File: config.mk
export PLATFORM = sky130hd
export DESIGN_NAME = mem_access_ctrl
export DESIGN_NICKNAME = d
export VERILOG_FILES = /design/src/rtl/mem_access_ctrl.sv
export SDC_FILE = /design/constraint.sdc
export NUM_CORES = 1
export LEC_CHECK = 0
export ABC_AREA = 1
export BUFFER_PORTS_ARGS = -buffer_cell sky130_fd_sc_hd__buf_2
export CORE_ASPECT_RATIO = 1.2
export CORE_UTILIZATION = 45
export DETAILED_ROUTE_END_ITERATION = 8
export PLACE_DENSITY = 0.8
export SYNTH_ARGS = -nofsm -noshare
export SYNTH_HDL_FRONTEND = slang
export SYNTH_SLANG_ARGS = --single-unit
File: constraint.sdc
create_clock -name clk -period 2 [get_ports clk]
set_clock_uncertainty 0.2 [all_clocks]
set_input_delay 0.1 -clock clk [delete_from_list [all_inputs] [get_ports clk]]
set_output_delay 0.1 -clock clk [all_outputs]
set_load 0.05 [all_outputs]
File: src/rtl/mem_access_ctrl.sv
// Load/store initiator for the byte-lane data RAM: one request in flight, big-endian lanes,
// registered RAM and response outputs, misaligned accesses answered without touching the RAM.
module mem_access_ctrl #(
  parameter int unsigned RD_LAT = 0,
  parameter int unsigned DW     = 32
) (
  input  logic          clk,
  input  logic          rst_n,
  input  logic          req_valid,
  output logic          req_ready,
  input  logic [2:0]    req_op,
  input  logic [DW-1:0] req_addr,
  input  logic [DW-1:0] req_wdata,
  input  logic [4:0]    req_tag,
  output logic          resp_valid,
  output logic [DW-1:0] resp_rdata,
  output logic [4:0]    resp_tag,
  output logic          resp_err,
  output logic [DW-1:0] resp_badaddr,
  output logic          busy,
  output logic          ram_en,
  output logic          wr_en,
  output logic [3:0]    Bits_Sel,
  output logic [DW-1:0] ram_addr_o,
  output logic [DW-1:0] data_to_ram,
  input  logic [DW-1:0] data_from_ram
);

  typedef enum logic [1:0] {StIdle, StAccess, StResp} state_e;
  typedef enum logic [2:0] {OpLb, OpLh, OpLw, OpLbu, OpLhu, OpSb, OpSh, OpSw} op_e;

  function automatic logic is_store(op_e op);
    return op inside {OpSb, OpSh, OpSw};
  endfunction

  function automatic logic misaligned(op_e op, logic [1:0] off);
    case (op)
      OpLh, OpLhu, OpSh: misaligned = off[0];
      OpLw, OpSw:        misaligned = |off;
      default:           misaligned = 1'b0;
    endcase
  endfunction

  // Offset 0 is the most significant byte lane.
  function automatic logic [3:0] lane_sel(op_e op, logic [1:0] off);
    case (op)
      OpLb, OpLbu, OpSb: lane_sel = 4'b1000 >> off;
      OpLh, OpLhu, OpSh: lane_sel = off[1] ? 4'b0011 : 4'b1100;
      default:           lane_sel = 4'b1111;
    endcase
  endfunction

  function automatic logic [DW-1:0] store_data(op_e op, logic [DW-1:0] w);
    case (op)
      OpSb:    store_data = {4{w[7:0]}};
      OpSh:    store_data = {2{w[15:0]}};
      OpSw:    store_data = w;
      default: store_data = '0;
    endcase
  endfunction

  function automatic logic [DW-1:0] extract(op_e op, logic [1:0] off, logic [DW-1:0] d);
    logic [7:0]  b;
    logic [15:0] h;
    case (off)
      2'd0:    b = d[31:24];
      2'd1:    b = d[23:16];
      2'd2:    b = d[15:8];
      default: b = d[7:0];
    endcase
    h = off[1] ? d[15:0] : d[31:16];
    case (op)
      OpLb:    extract = {{24{b[7]}}, b};
      OpLbu:   extract = {24'd0, b};
      OpLh:    extract = {{16{h[15]}}, h};
      OpLhu:   extract = {16'd0, h};
      default: extract = d;
    endcase
  endfunction

  state_e        state_q, state_d;
  op_e           op_q, op_d;
  logic [1:0]    off_q, off_d;
  logic [4:0]    tag_q, tag_d;
  logic [3:0]    cnt_q, cnt_d;
  logic          ram_en_q, ram_en_d;
  logic          wr_en_q, wr_en_d;
  logic [3:0]    bits_sel_q, bits_sel_d;
  logic [DW-1:0] ram_addr_q, ram_addr_d;
  logic [DW-1:0] wdata_q, wdata_d;
  logic          resp_valid_q, resp_valid_d;
  logic [DW-1:0] resp_rdata_q, resp_rdata_d;
  logic [4:0]    resp_tag_q, resp_tag_d;
  logic          resp_err_q, resp_err_d;
  logic [DW-1:0] resp_badaddr_q, resp_badaddr_d;

  op_e in_op;
  assign in_op = op_e'(req_op);

  always_comb begin
    state_d        = state_q;
    op_d           = op_q;
    off_d          = off_q;
    tag_d          = tag_q;
    cnt_d          = cnt_q;
    ram_en_d       = 1'b0;
    wr_en_d        = 1'b0;
    bits_sel_d     = 4'b0000;
    ram_addr_d     = '0;
    wdata_d        = '0;
    resp_valid_d   = 1'b0;
    resp_rdata_d   = '0;
    resp_tag_d     = '0;
    resp_err_d     = 1'b0;
    resp_badaddr_d = '0;

    unique case (state_q)
      StIdle: begin
        if (req_valid) begin
          op_d  = in_op;
          off_d = req_addr[1:0];
          tag_d = req_tag;
          if (misaligned(in_op, req_addr[1:0])) begin
            state_d        = StResp;
            resp_valid_d   = 1'b1;
            resp_err_d     = 1'b1;
            resp_badaddr_d = req_addr;
            resp_tag_d     = req_tag;
          end else begin
            state_d    = StAccess;
            ram_en_d   = 1'b1;
            wr_en_d    = is_store(in_op);
            bits_sel_d = lane_sel(in_op, req_addr[1:0]);
            ram_addr_d = {req_addr[DW-1:2], 2'b00};
            wdata_d    = store_data(in_op, req_wdata);
            cnt_d      = is_store(in_op) ? 4'd0 : 4'(RD_LAT);
          end
        end
      end
      StAccess: begin
        if (wr_en_q || cnt_q == 4'd0) begin
          state_d      = StResp;
          resp_valid_d = 1'b1;
          resp_tag_d   = tag_q;
          if (!wr_en_q) resp_rdata_d = extract(op_q, off_q, data_from_ram);
        end else begin
          cnt_d      = cnt_q - 4'd1;
          ram_en_d   = ram_en_q;
          wr_en_d    = wr_en_q;
          bits_sel_d = bits_sel_q;
          ram_addr_d = ram_addr_q;
          wdata_d    = wdata_q;
        end
      end
      StResp:  state_d = StIdle;
      default: state_d = StIdle;
    endcase
  end

  always_ff @(posedge clk or negedge rst_n) begin
    if (!rst_n) begin
      state_q        <= StIdle;
      op_q           <= OpLb;
      off_q          <= 2'd0;
      tag_q          <= 5'd0;
      cnt_q          <= 4'd0;
      ram_en_q       <= 1'b0;
      wr_en_q        <= 1'b0;
      bits_sel_q     <= 4'b0000;
      ram_addr_q     <= '0;
      wdata_q        <= '0;
      resp_valid_q   <= 1'b0;
      resp_rdata_q   <= '0;
      resp_tag_q     <= 5'd0;
      resp_err_q     <= 1'b0;
      resp_badaddr_q <= '0;
    end else begin
      state_q        <= state_d;
      op_q           <= op_d;
      off_q          <= off_d;
      tag_q          <= tag_d;
      cnt_q          <= cnt_d;
      ram_en_q       <= ram_en_d;
      wr_en_q        <= wr_en_d;
      bits_sel_q     <= bits_sel_d;
      ram_addr_q     <= ram_addr_d;
      wdata_q        <= wdata_d;
      resp_valid_q   <= resp_valid_d;
      resp_rdata_q   <= resp_rdata_d;
      resp_tag_q     <= resp_tag_d;
      resp_err_q     <= resp_err_d;
      resp_badaddr_q <= resp_badaddr_d;
    end
  end

  assign req_ready    = (state_q == StIdle);
  assign busy         = (state_q != StIdle);
  assign ram_en       = ram_en_q;
  assign wr_en        = wr_en_q;
  assign Bits_Sel     = bits_sel_q;
  assign ram_addr_o   = ram_addr_q;
  assign data_to_ram  = wdata_q;
  assign resp_valid   = resp_valid_q;
  assign resp_rdata   = resp_rdata_q;
  assign resp_tag     = resp_tag_q;
  assign resp_err     = resp_err_q;
  assign resp_badaddr = resp_badaddr_q;

endmodule

---- Word-level counts from Yosys, hierarchy flattened ----
Cells that the tools add are included.
storage, ports and cells
  flip-flop bits (word level) ............. 157
  input bits .............................. 107
  output and inout bits ................... 143
  logic and storage cells ................. 100
operators by class
  add/sub/neg operators ................... 1
  eq/ne operators ......................... 17
  shift-type cells ........................ 1
  muxes and demuxes ....................... 50
  reductions and logical operators ........ 16
operator list
  kind                                                              number
  32-bit 2-to-1 mux                                                 11
  32-bit one-hot mux with 2 select lines                            2
  32-bit one-hot mux with 4 select lines                            1
  32-bit one-hot mux with 3 select lines                            1
  4-bit 2-to-1 mux                                                  7
  4-bit one-hot mux with 2 select lines                             3
  8-bit one-hot mux with 3 select lines                             1
  16-bit 2-to-1 mux                                                 1
  3-bit == test (second input constant)                             5
  5-bit 2-to-1 mux                                                  3
  1-bit 2-to-1 mux                                                  11
  5-bit one-hot mux with 2 select lines                             1
  3-bit by 2-bit == test with 1-bit output (second input constant)  3
  2-bit inequality test (second input constant)                     4
  1-bit one-hot mux with 2 select lines                             4
  3-bit by 1-bit == test with 1-bit output (second input constant)  2
  3-bit zero test                                                   2
  2-bit 2-to-1 mux                                                  3
  3-bit OR reduction                                                2
  2-bit by 1-bit == test with 1-bit output (second input constant)  2
  2-bit zero test                                                   2
  4-bit zero test                                                   1
  2-bit one-hot mux with 2 select lines                             1
  2-bit AND reduction                                               2
  8 further kinds                                                   10

---- Longest topological paths before layout ----
Gate-level depths: netlist of the first run.
  word-level depth ........................ 8
  gate-level depth with buffers ........... 11
  depth with buffers taken out ............ 10

---- Worst setup path before layout of the first run ----
No wires, ideal clock.
  path kind ............................... register -> register
  from .................................... reg state_q[1]
  to ...................................... reg resp_badaddr_q[23], in the netlist resp_badaddr[23]
  setup time .............................. 0.071 ns
  arrival ................................. 1.775 ns
  required time ........................... 1.729 ns
  slack ................................... -0.046 ns
  stages on the path, launching flop included .. 9
  buffers on the path ..................... 1
  period minus slack after synthesis ...... 2.046 ns
  path through ............................ dfrtp_1 > inv_1 > nand2_1 > inv_1 > nand2_2 > nor2_4 > inv_2 > buf_6 > nor2_1
on the way
  cells in the longest elaborated chain, start to end .. 2
RTL lines
  element                       line  source
  start: declaration            81    state_e state_q, state_d;
  start signal: assignment      162   state_q <= StIdle;
  start signal: assignment      178   state_q <= state_d;
  2-bit zero test               -
  named net req_ready           10    output logic req_ready,
  32-bit 2-to-1 mux             117   unique case (state_q)
  named net resp_badaddr_d[23]  95    logic [DW-1:0] resp_badaddr_q, resp_badaddr_d;
  end signal: assignment        192   resp_badaddr_q <= resp_badaddr_d;
  end: declaration              95
The timed path passes the listed nets, and every way through them passes these cells.
A chain may end at the register's enable or synchronous reset.

---- Worst setup path in the final report of the first run ----
  from .................................... in req_op[2]
  to ...................................... reg resp_err_q, in the netlist resp_err
on the way
  cells in the longest elaborated chain, start to end .. 8
  elaborated cells between the ends (all ways) .. 13
  classes of those cells .................. eq/ne: 5; mux: 6; reduce/logical: 2
RTL lines
  element                                                   line  source
  start: declaration                                        11    input logic [2:0] req_op,
  3-bit == test (tied with other cells)                     37    case (op)
  3-bit OR reduction or 2-bit OR reduction (tied branches)  37
  1-bit one-hot mux with 2 select lines *                   37
  1-bit 2-to-1 mux *                                        119   if (req_valid) begin
  1-bit 2-to-1 mux *                                        117
  1-bit 2-to-1 mux *                                        123   if (misaligned(in_op, req_addr[1:0])) begin
  1-bit 2-to-1 mux *                                        119
  1-bit 2-to-1 mux *                                        117
  named net resp_err_d                                      94    logic resp_err_q, resp_err_d;
  end signal: assignment                                    191   resp_err_q <= resp_err_d;
  end: declaration                                          94
Mark *: on every way through the listed nets, which the timed path passes. The rest lies on a longest branch. The select of a mux whose other input is x is not followed.

==> results of run 1 <==
## repair_timing
| action | CTS | global route |
|---|---|---|
| setup buffers | 0 | 0 |
| hold endpoints to repair | 302 | 0 |
| endpoints found under the setup margin | 0 | 3 |
| resized for setup | 0 | 2 |
| hold buffers | 108 | 0 |
## state kept, by name, summed over array words and instances (netlist names)
signal,cells
data_to_ram,32
resp_badaddr,32
resp_rdata,32
ram_addr_o,30
resp_tag,5
tag_q,5
Bits_Sel,4
cnt_q,4
op_q,3
off_q,2
state_q,2
ram_en,1
resp_err,1
resp_valid,1
wr_en,1
## stage by stage
| stage | hold slack, ns | utilization, % | worst slack [ns] | instances |
|---|---|---|---|---|
| 2_1_floorplan | -0.3956 | - | 0.1343 | 843 |
| 3_3_place_gp | -0.2026 | 56.08 | 0.2392 | 1281 |
| 3_5_place_dp | -0.2026 | 56.08 | 0.2086 | 1281 |
| 4_1_cts | 0.0001450 | 67.24 | 0.1080 | 1421 |
| 5_1_grt | 0.01488 | 67.25 | 0.03761 | 1421 |
| 6_report | 0.009738 | 67.25 | 0.04458 | 1421 |
## report_power, final
group | internal [W] | total [W] | leakage [nW] | switching (W)
clock | 0.00167 | 0.00310 | 0.268 | 0.00143
combinational | 0.00162 | 0.00592 | 3.47 | 0.00430
sequential | 0.00372 | 0.00399 | 2.11 | 0.000269
## layout by cell type (no fill, tap or decap), drive strengths merged, types with 3 or more instances in the layout
cell and instances:
clkbuf 18, o22ai 5, clkinv 4, dfrtp 155
dlygate4sd3 107, inv 81, nor2 139, nand2 288
buf 271, nand3 58, a21oi 9, clkinvlp 5
o21ai 65, nand4 3
## tightest hold or removal path: cells and delay by family
kind | cells | cell delay (ns)
buffers and inverters | 3 | 0.88
## area by class of cell
| class | count | area, µm² | area share (%) |
|---|---|---|---|
| Clock buffer | 18 | 439.2 | 4.383 |
| Clock inverter | 14 | 132.6 | 1.324 |
| Inverter | 76 | 291.5 | 2.910 |
| Multi-Input combinational cell | 576 | 2441 | 24.36 |
| Sequential cell | 155 | 3879 | 38.71 |
| Tap cell | 204 | 255.2 | 2.547 |
| Timing Repair Buffer | 378 | 2581 | 25.76 |
## metal layers
metal  vias up  GRT usage, %  share of wire, %
met1      3332         31.70                35
met5         -             0                 0
li1       3319             -                 -
met3        87         7.795               8.3
met4         0         16.23               4.9
met2       390         51.38                51
## final timing paths
check / from / to / slack, ns
hold / removal: rst_n / resp_rdata[16] / 0.01
hold reg to reg: ram_addr_o[31] / ram_addr_o[31] / 0.28
setup reg to reg: off_q[1] / resp_rdata[19] / 0.15
max in group asynchronous: rst_n / ram_addr_o[27] / 1.19
min in group clk: req_tag[4] / tag_q[4] / 0.25
setup / recovery: req_op[2] / resp_err / 0.04
## logic make-up after synthesis
group / Yosys count / synth area share [%]
other: 1 / 0.05483
adders and majority gates: 2 / 0.3658
xor gates and xnor gates: 2 / 0.2562
and+or+nand+nor: 489 / 28.83
buffers and inverters: 112 / 7.684
DFF: 155 / 56.71
AOI/OAI and AO/OA: 81 / 6.092
==> impl_metrics.json, run 1 <==
{
  "worst_ep_arrival_time_ns": 2.11,
  "worstSetupEndpointType": "register",
  "maxSlewViolCount": 0,
  "vdd_drop_max_uv": 728.9,
  "antenna_found_initial": 0,
  "gp_congestion": 0.8846,
  "numCtsBuffers": 17,
  "worstHoldPathType": "primary input to asynchronous set/reset pin",
  "ant_nets": 0,
  "vias": 7128,
  "cp_common_cell": "nand2_2",
  "syn_inst": 842,
  "yosysWarnings": 0,
  "drc": 0,
  "synth_most_common_cell": "nand2_1",
  "antenna_cells": 0,
  "dr.pass1.iters": 7,
  "fillers": 1137,
  "synth_edf_count": 0,
  "critPathLaunchType": "primary input",
  "finalPower_w": 0.01302,
  "grt_pass1_vias": 7128,
  "async_flop_share_pct": 100.0,
  "rsz0062_at_grt": "false",
  "row_count": 49,
  "nets": 1313,
  "cp.depth": 9,
  "wirelength_um": 22590,
  "leakagePower_nw": 5.851,
  "cellPowerDensity_nw_per_um2": 1299,
  "overflow": 0,
  "yosys_register_bits": 155,
  "ys_types": 27,
  "synth_top_area_share_pct": 56.71,
  "grt_max_degree": 57,
  "insertion_delay_ns": 0.42,
  "fin_crit_sh_pct": 97.77,
  "dieHeight_um": 137.0,
  "ys.flop_type": "dfrtp_1",
  "criticalPathCategory": "primary input to register",
  "grt.total_usage_pct": 29.14,
  "worst_path_largest_cell_delay_ns": 0.59,
  "slowest_stage": "dlygate4sd3_1",
  "initial_utilization_pct": 45.91,
  "yosys-top-cells-area": "dfrtp_1, nand2_1, nor2_1",
  "syn_area_um2": 6839,
  "maxCapViolations": 0,
  "setup_viol": 0,
  "tns_ns": 0,
  "clock-sinks": 155,
  "viasPerCell": 5.016,
  "core_area_um2": 14900,
  "grt_pass1_wl_um": 34820,
  "dpl_cell_area_um2": 8354,
  "status": "completed",
  "path_delay_family": "buffers and inverters",
  "root_buffer": "clkbuf_16",
  "ios": 250,
  "drive_gt1_share_pct": 26.62,
  "r2r_cells": 7,
  "cp_max_fo": 5,
  "period_needed_ns": 1.955,
  "netlist.top_cell.by_area": "dfrtp_1",
  "clk_path_buf_depth": 2,
  "design_area_um2": 10020,
  "hpwlAfterDp_um": 13950,
  "drtIter0Drc": 703,
  "crit_buf_inv": 3,
  "required_ns": 2.15,
  "max_freq_mhz": 511.4,
  "areaGrowthSynthToFinish_pct": 46.51,
  "wire_per_inst_um": 15.90,
  "hold_viol": 0,
  "htree_levels": 4,
  "worstPathCellList": "dlygate4sd3_1 > buf_2 > nand2_1 > nand2_2 > nand3_2 > nand2_2 > nand2_2 > nor2_4 > dlygate4sd3_1",
  "dieArea_um2": 15700,
  "clk_pin_slew_ns": 0.07,
  "synthTopCellsByCount": "nand2_1, dfrtp_1, nor2_1, inv_1, o21ai_0",
  "die_w_um": 114.5,
  "cts_tree": "yes",
  "port_buffers": 247,
  "synth.avg_cell_area_um2": 8.122,
  "seq_area_frac_synth_pct": 56.71
}
No activity file was read; power rests on OpenSTA's default activity.
==> run 2: changes to the inputs <==
Settings changed: CELL_PAD_IN_SITES_DETAIL_PLACEMENT set to 0, CELL_PAD_IN_SITES_GLOBAL_PLACEMENT set to 1, CORE_UTILIZATION 45 to 35, PLACE_DENSITY 0.8 to 0.85.
==> run 2 against run 1 <==
Critical path depth up 2. Sequential power about the same. Sequential share of layout area down 1.1 points. Worst setup slack better by 0.030 ns. Clock-buffer cell count down 1. Sequential cell count unchanged. Non-clock buffer count up 15. Clock power up 3%. Register-to-register slack about the same. Die area up 28%. Critical path type unchanged. Highest routed layer unchanged.
==> impl_metrics.json, run 2 (same netlist as run 1, synthesis figures left out) <==
{
  "wirelength_um": 21560,
  "port_buffers": 247,
  "dieArea_um2": 20110,
  "cellPowerDensity_nw_per_um2": 1268,
  "period_needed_ns": 1.926,
  "hold_viol": 0,
  "viasPerCell": 4.557,
  "p_sw_share_pct": 46.10,
  "ant_nets": 0,
  "finish.utilization_pct": 54.29,
  "insertion_delay_ns": 0.42,
  "worst_ep_arrival_time_ns": 2.05,
  "overflow": 0,
  "p_comb_share_pct": 45.1,
  "status": "completed",
  "max_freq_mhz": 519.3,
  "intPower_w": 0.007049,
  "top_usage_layer": "met2",
  "drive_gt1_share_pct": 27.19,
  "setup_ws_ns": 0.07443,
  "worstHoldPathType": "primary input to asynchronous set/reset pin",
  "gp_congestion": 0.8287,
  "use_met3_pct": 5.571,
  "clk_pin_slew_ns": 0.07,
  "antenna_found_initial": 0,
  "dr.pass1.iters": 4,
  "initial_utilization_pct": 36.01,
  "clkPwrFrac_pct": 24.4,
  "post-place-ws_ns": 0.1895,
  "antenna_cells": 0,
  "grt.total_usage_pct": 21.79,
  "clock-sinks": 155,
  "grt_pass1_vias": 6834,
  "critPathLaunchType": "primary input",
  "ios": 250,
  "cts_tree": "yes",
  "clk_path_buf_depth": 2,
  "drc": 0,
  "vdd_drop_max_uv": 613.6,
  "final_common_cell": "nand2_1",
  "vias": 6781,
  "nets": 1328,
  "areaGrowthSynthToFinish_pct": 50.77,
  "leakagePower_nw": 5.981,
  "criticalPathCategory": "primary input to register",
  "maxSlewViolCount": 0,
  "die_w_um": 129.6,
  "design_area_um2": 10310,
  "setup_viol": 0,
  "dpl_cell_area_um2": 8437,
  "met2_usage_pct": 37.97,
  "grt_pass1_wl_um": 33690,
  "hpwlAfterDp_um": 14250,
  "required_ns": 2.12,
  "worstSetupEndpointType": "register",
  "wire_per_inst_um": 14.49,
  "mostFrequentLayoutCells": "nand2_1, buf_2, dfrtp_1",
  "use_met1_pct": 24.97,
  "grt_max_degree": 59,
  "drtIter0Drc": 328,
  "htree_levels": 4,
  "fin_crit_sh_pct": 96.28,
  "numCtsBuffers": 17,
  "maxCapViolations": 0,
  "cp_max_fo": 10,
  "root_buffer": "clkbuf_16",
  "core_area_um2": 18990,
  "sequentialPowerShare_pct": 30.5,
  "row_count": 55,
  "tns_ns": 0,
  "p_sw_w": 0.006028,
  "dieHeight_um": 155.1
}
## run 2: repair_timing
action / 4_1_cts / 5_1_grt
hold buffers: 116 / 0
resized for setup: 0 / 15
setup endpoints to repair: 0 / 8
hold endpoints to repair: 302 / 0
setup buffers: 0 / 8
## run 2: layout make-up
type | instances | area [µm²]
clock buffers | 17 | 425.4
clock inverters | 15 | 168.9
fillers | 1778 | 8682
inverters | 76 | 289.0
multi-input cells | 576 | 2471
flip-flops and latches | 155 | 3879
well taps | 256 | 320.3
repair buffers | 393 | 2758
## run 2: power groups by stage
stage | combinational [W] | clock (W) | sequential (W)
after CTS | 0.00588 | 0.00328 | 0.00399
after global placement | 0.00562 | 0 | 0.00403
final | 0.00590 | 0.00319 | 0.00398
after global routing | 0.00642 | 0.00340 | 0.00406
after detailed placement | 0.00568 | 0 | 0.00404
after floorplan | 0.00257 | 0 | 0.00555
## run 2: path summary, 6_finish.rpt
path / start / endpoint / slack (ns) / depth (start not counted)
worst max-delay path: req_op[1] / data_to_ram[31] / 0.07 / 11
worst min-delay path: rst_n / resp_rdata[22] / 0.04 / 3
worst max register to register: state_q[1] / op_q[2] / 0.15 / 7
worst min register to register: data_to_ram[9] / data_to_ram[9] / 0.28 / 2
max in group asynchronous: rst_n / resp_badaddr[22] / 1.23 / 3
min in group clk: req_op[0] / op_q[0] / 0.05 / 3
## run 2: stage by stage
stage / hold slack [ns] / cells / total power, W
floorplan: -0.3956 / 843 / 0.008127
global placement: -0.1918 / 1332 / 0.009653
detailed placement: -0.1914 / 1332 / 0.009721
CTS: 0.03257 / 1480 / 0.01314
global route: 0.05402 / 1488 / 0.01388
finish: 0.03881 / 1488 / 0.01308
## run 2: critical path, stage by stage
cell and delay (ns):
dlygate4sd3_1 0.55, buf_6 0.14, nand2_1 0.09, nor2_1 0.06, buf_6 0.16, buf_4 0.14, nand2_1 0.05, nand3_1 0.07
dlygate4sd3_1 0.56, nand3_1 0.08, nand2_1 0.05
## run 2: layer usage
metal  vias up  part of all wire, %  wire, µm
met4         0                  3.1       664
met3        42                  6.8      1458
met2       256                   51     10900
met5         -                    0         0
met1      3141                   40      8536
li1       3342                    -         -
==> run 3: changes to the inputs <==
Settings changed: CORE_MARGIN set to 3, GPL_ROUTABILITY_DRIVEN set to 0.
==> run 3 against run 2 <==
Worst setup slack got worse by 0.029 ns. Non-clock buffer count decreased by 1. Worst hold slack got worse by 0.025 ns. Critical path type unchanged. Critical endpoint is now resp_tag[4].
==> impl_metrics.json, run 3 (same netlist as run 1, synthesis figures left out) <==
{
  "slowest_stage": "dlygate4sd3_1",
  "vdd_drop_max_uv": 692.6,
  "worst-slew-pin-transition_ns": 0.5188,
  "leakagePower_nw": 5.957,
  "insertion_delay_ns": 0.42,
  "antenna_cells": 0,
  "r2r_end": "resp_rdata[20]",
  "r2r_slack_ns": 0.24,
  "crit_buf_inv": 4,
  "antenna_found_initial": 0,
  "final_cells": 1487,
  "wirelength_um": 22260,
  "use_met1_pct": 24.39,
  "top_usage_layer": "met2",
  "setup_viol": 0,
  "met2_usage_pct": 35.79,
  "dr.pass1.iters": 5,
  "cp.depth": 12,
  "fin_crit_sh_pct": 97.75,
  "hpwlAfterDp_um": 15030,
  "slew_headroom_pct": 65.41,
  "maxCapViolations": 0,
  "ant_nets": 0,
  "grt_pass1_wl_um": 35170,
  "die_w_um": 133.6,
  "criticalPathCategory": "primary input to register",
  "cts_tree": "yes",
  "viasPerCell": 4.621,
  "cp_common_cell": "nand2_1",
  "htree_levels": 4,
  "wire_per_inst_um": 14.97,
  "core_area_um2": 18990,
  "numCtsBuffers": 17,
  "r2r_start": "cnt_q[0]",
  "drive_gt1_share_pct": 27.62,
  "status": "completed",
  "grt_pass1_vias": 6920,
  "maxSlewViolCount": 0,
  "port_buffers": 247,
  "mostFrequentLayoutCells": "nand2_1, buf_2, dfrtp_1",
  "root_buffer": "clkbuf_16",
  "vias": 6872,
  "row_count": 55,
  "ios": 250,
  "dieArea_um2": 21260,
  "max_freq_mhz": 511.5,
  "fillers": 1789,
  "drc": 0,
  "worstSetupEndpointType": "register",
  "path_delay_family": "buffers and inverters",
  "period_needed_ns": 1.955,
  "cellPowerDensity_nw_per_um2": 1284,
  "worstPathCellList": "dlygate4sd3_1 > buf_4 > inv_1 > nand2_1 > nand2_2 > nand3_2 > nand2_4 > nand2_4 > nor2_4 > nand2_1 > dlygate4sd3_1 > nand2_1",
  "clk_pin_slew_ns": 0.07,
  "cp_max_fo": 5,
  "r2r_cells": 10,
  "multi_input_comb_area_um2": 2474,
  "required_ns": 2.16,
  "grt_max_degree": 51,
  "seqCellArea_um2": 3879,
  "finish.utilization_pct": 54.02,
  "finalPower_w": 0.01317,
  "grt.total_usage_pct": 20.80,
  "worstHoldPathType": "primary input to asynchronous set/reset pin",
  "final_common_cell": "nand2_1",
  "overflow": 0,
  "hold_viol": 0,
  "clk_path_buf_depth": 2,
  "rsz0062_at_grt": "true",
  "drtIter0Drc": 357,
  "dieHeight_um": 159.1,
  "worst_path_largest_cell_delay_ns": 0.55,
  "critPathLaunchType": "primary input",
  "clock-sinks": 155,
  "placed_cells": 1336,
  "use_met3_pct": 5.310,
  "whs_ns": 0.01339,
  "initial_utilization_pct": 36.01,
  "worst_ep_arrival_time_ns": 2.12,
  "areaGrowthSynthToFinish_pct": 50.02,
  "nets": 1327
}
## run 3: cell count changes in the layout (fill, tap and decap cells not counted), sizes merged, moves of 2 or more
cell,delta
clkinv,-4
clkinvlp,+4
buf,+3
dlygate4sd3,-3
bufinv,+2
inv,-2
## run 3: area by class of cell
type | instances | area share, %
clock inverter | 15 | 1.768
tap | 256 | 3.122
multi-input combinational | 576 | 24.11
inverter | 76 | 2.817
clock buffer | 17 | 4.146
sequential | 155 | 37.81
timing repair buffer | 392 | 26.23
## run 3: worst register-to-register path, cell delays in order, from the launching register on
cell	delay [ns]
dfrtp_1	0.38
inv_1	0.12
ha_1	0.17
nand2_1	0.07
nand2_1	0.06
nand2_1	0.07
inv_2	0.07
nand2_2	0.05
inv_2	0.17
nand2_4	0.17
nor2_1	0.16
## run 3: worst max path at each step
stage                          start              to  slack [ns]
after floorplan           state_q[1]      resp_valid        0.13
after global placement      off_q[1]  resp_rdata[16]        0.26
after detailed placement    off_q[1]  resp_rdata[17]        0.17
after CTS                  req_op[0]     resp_tag[4]       0.008
after global routing       req_op[2]     resp_tag[4]       -0.04
final                      req_op[2]     resp_tag[4]        0.05
## run 3: metal layers
layer,vias up,part of all wire (%)
met5,-,0
met4,0,3.5
met3,52,6.5
met2,256,50
met1,3221,40
li1,3343,-
## run 3: report_power, final
part | total (W) | switching, W | internal (W)
clock | 0.00331 | 0.00142 | 0.00188
sequential | 0.00401 | 0.000288 | 0.00372
combinational | 0.00585 | 0.00424 | 0.00161
## run 3: per-stage QoR
step / TNS [ns] / setup slack, ns / area [µm²]
floorplan: 0 / 0.1343 / 6849
global placement: 0 / 0.2553 / 8429
detailed placement: 0 / 0.1722 / 8429
CTS: 0 / 0.007750 / 10150
global route: -0.1085 / -0.04312 / 10260
finish: 0 / 0.04508 / 10260
## run 3: timing repair
item,CTS,global route
hold buffers,111,0
endpoints found under the setup margin,0,20
gates resized for setup,0,20
hold endpoints to repair,304,0
setup buffers,0,7
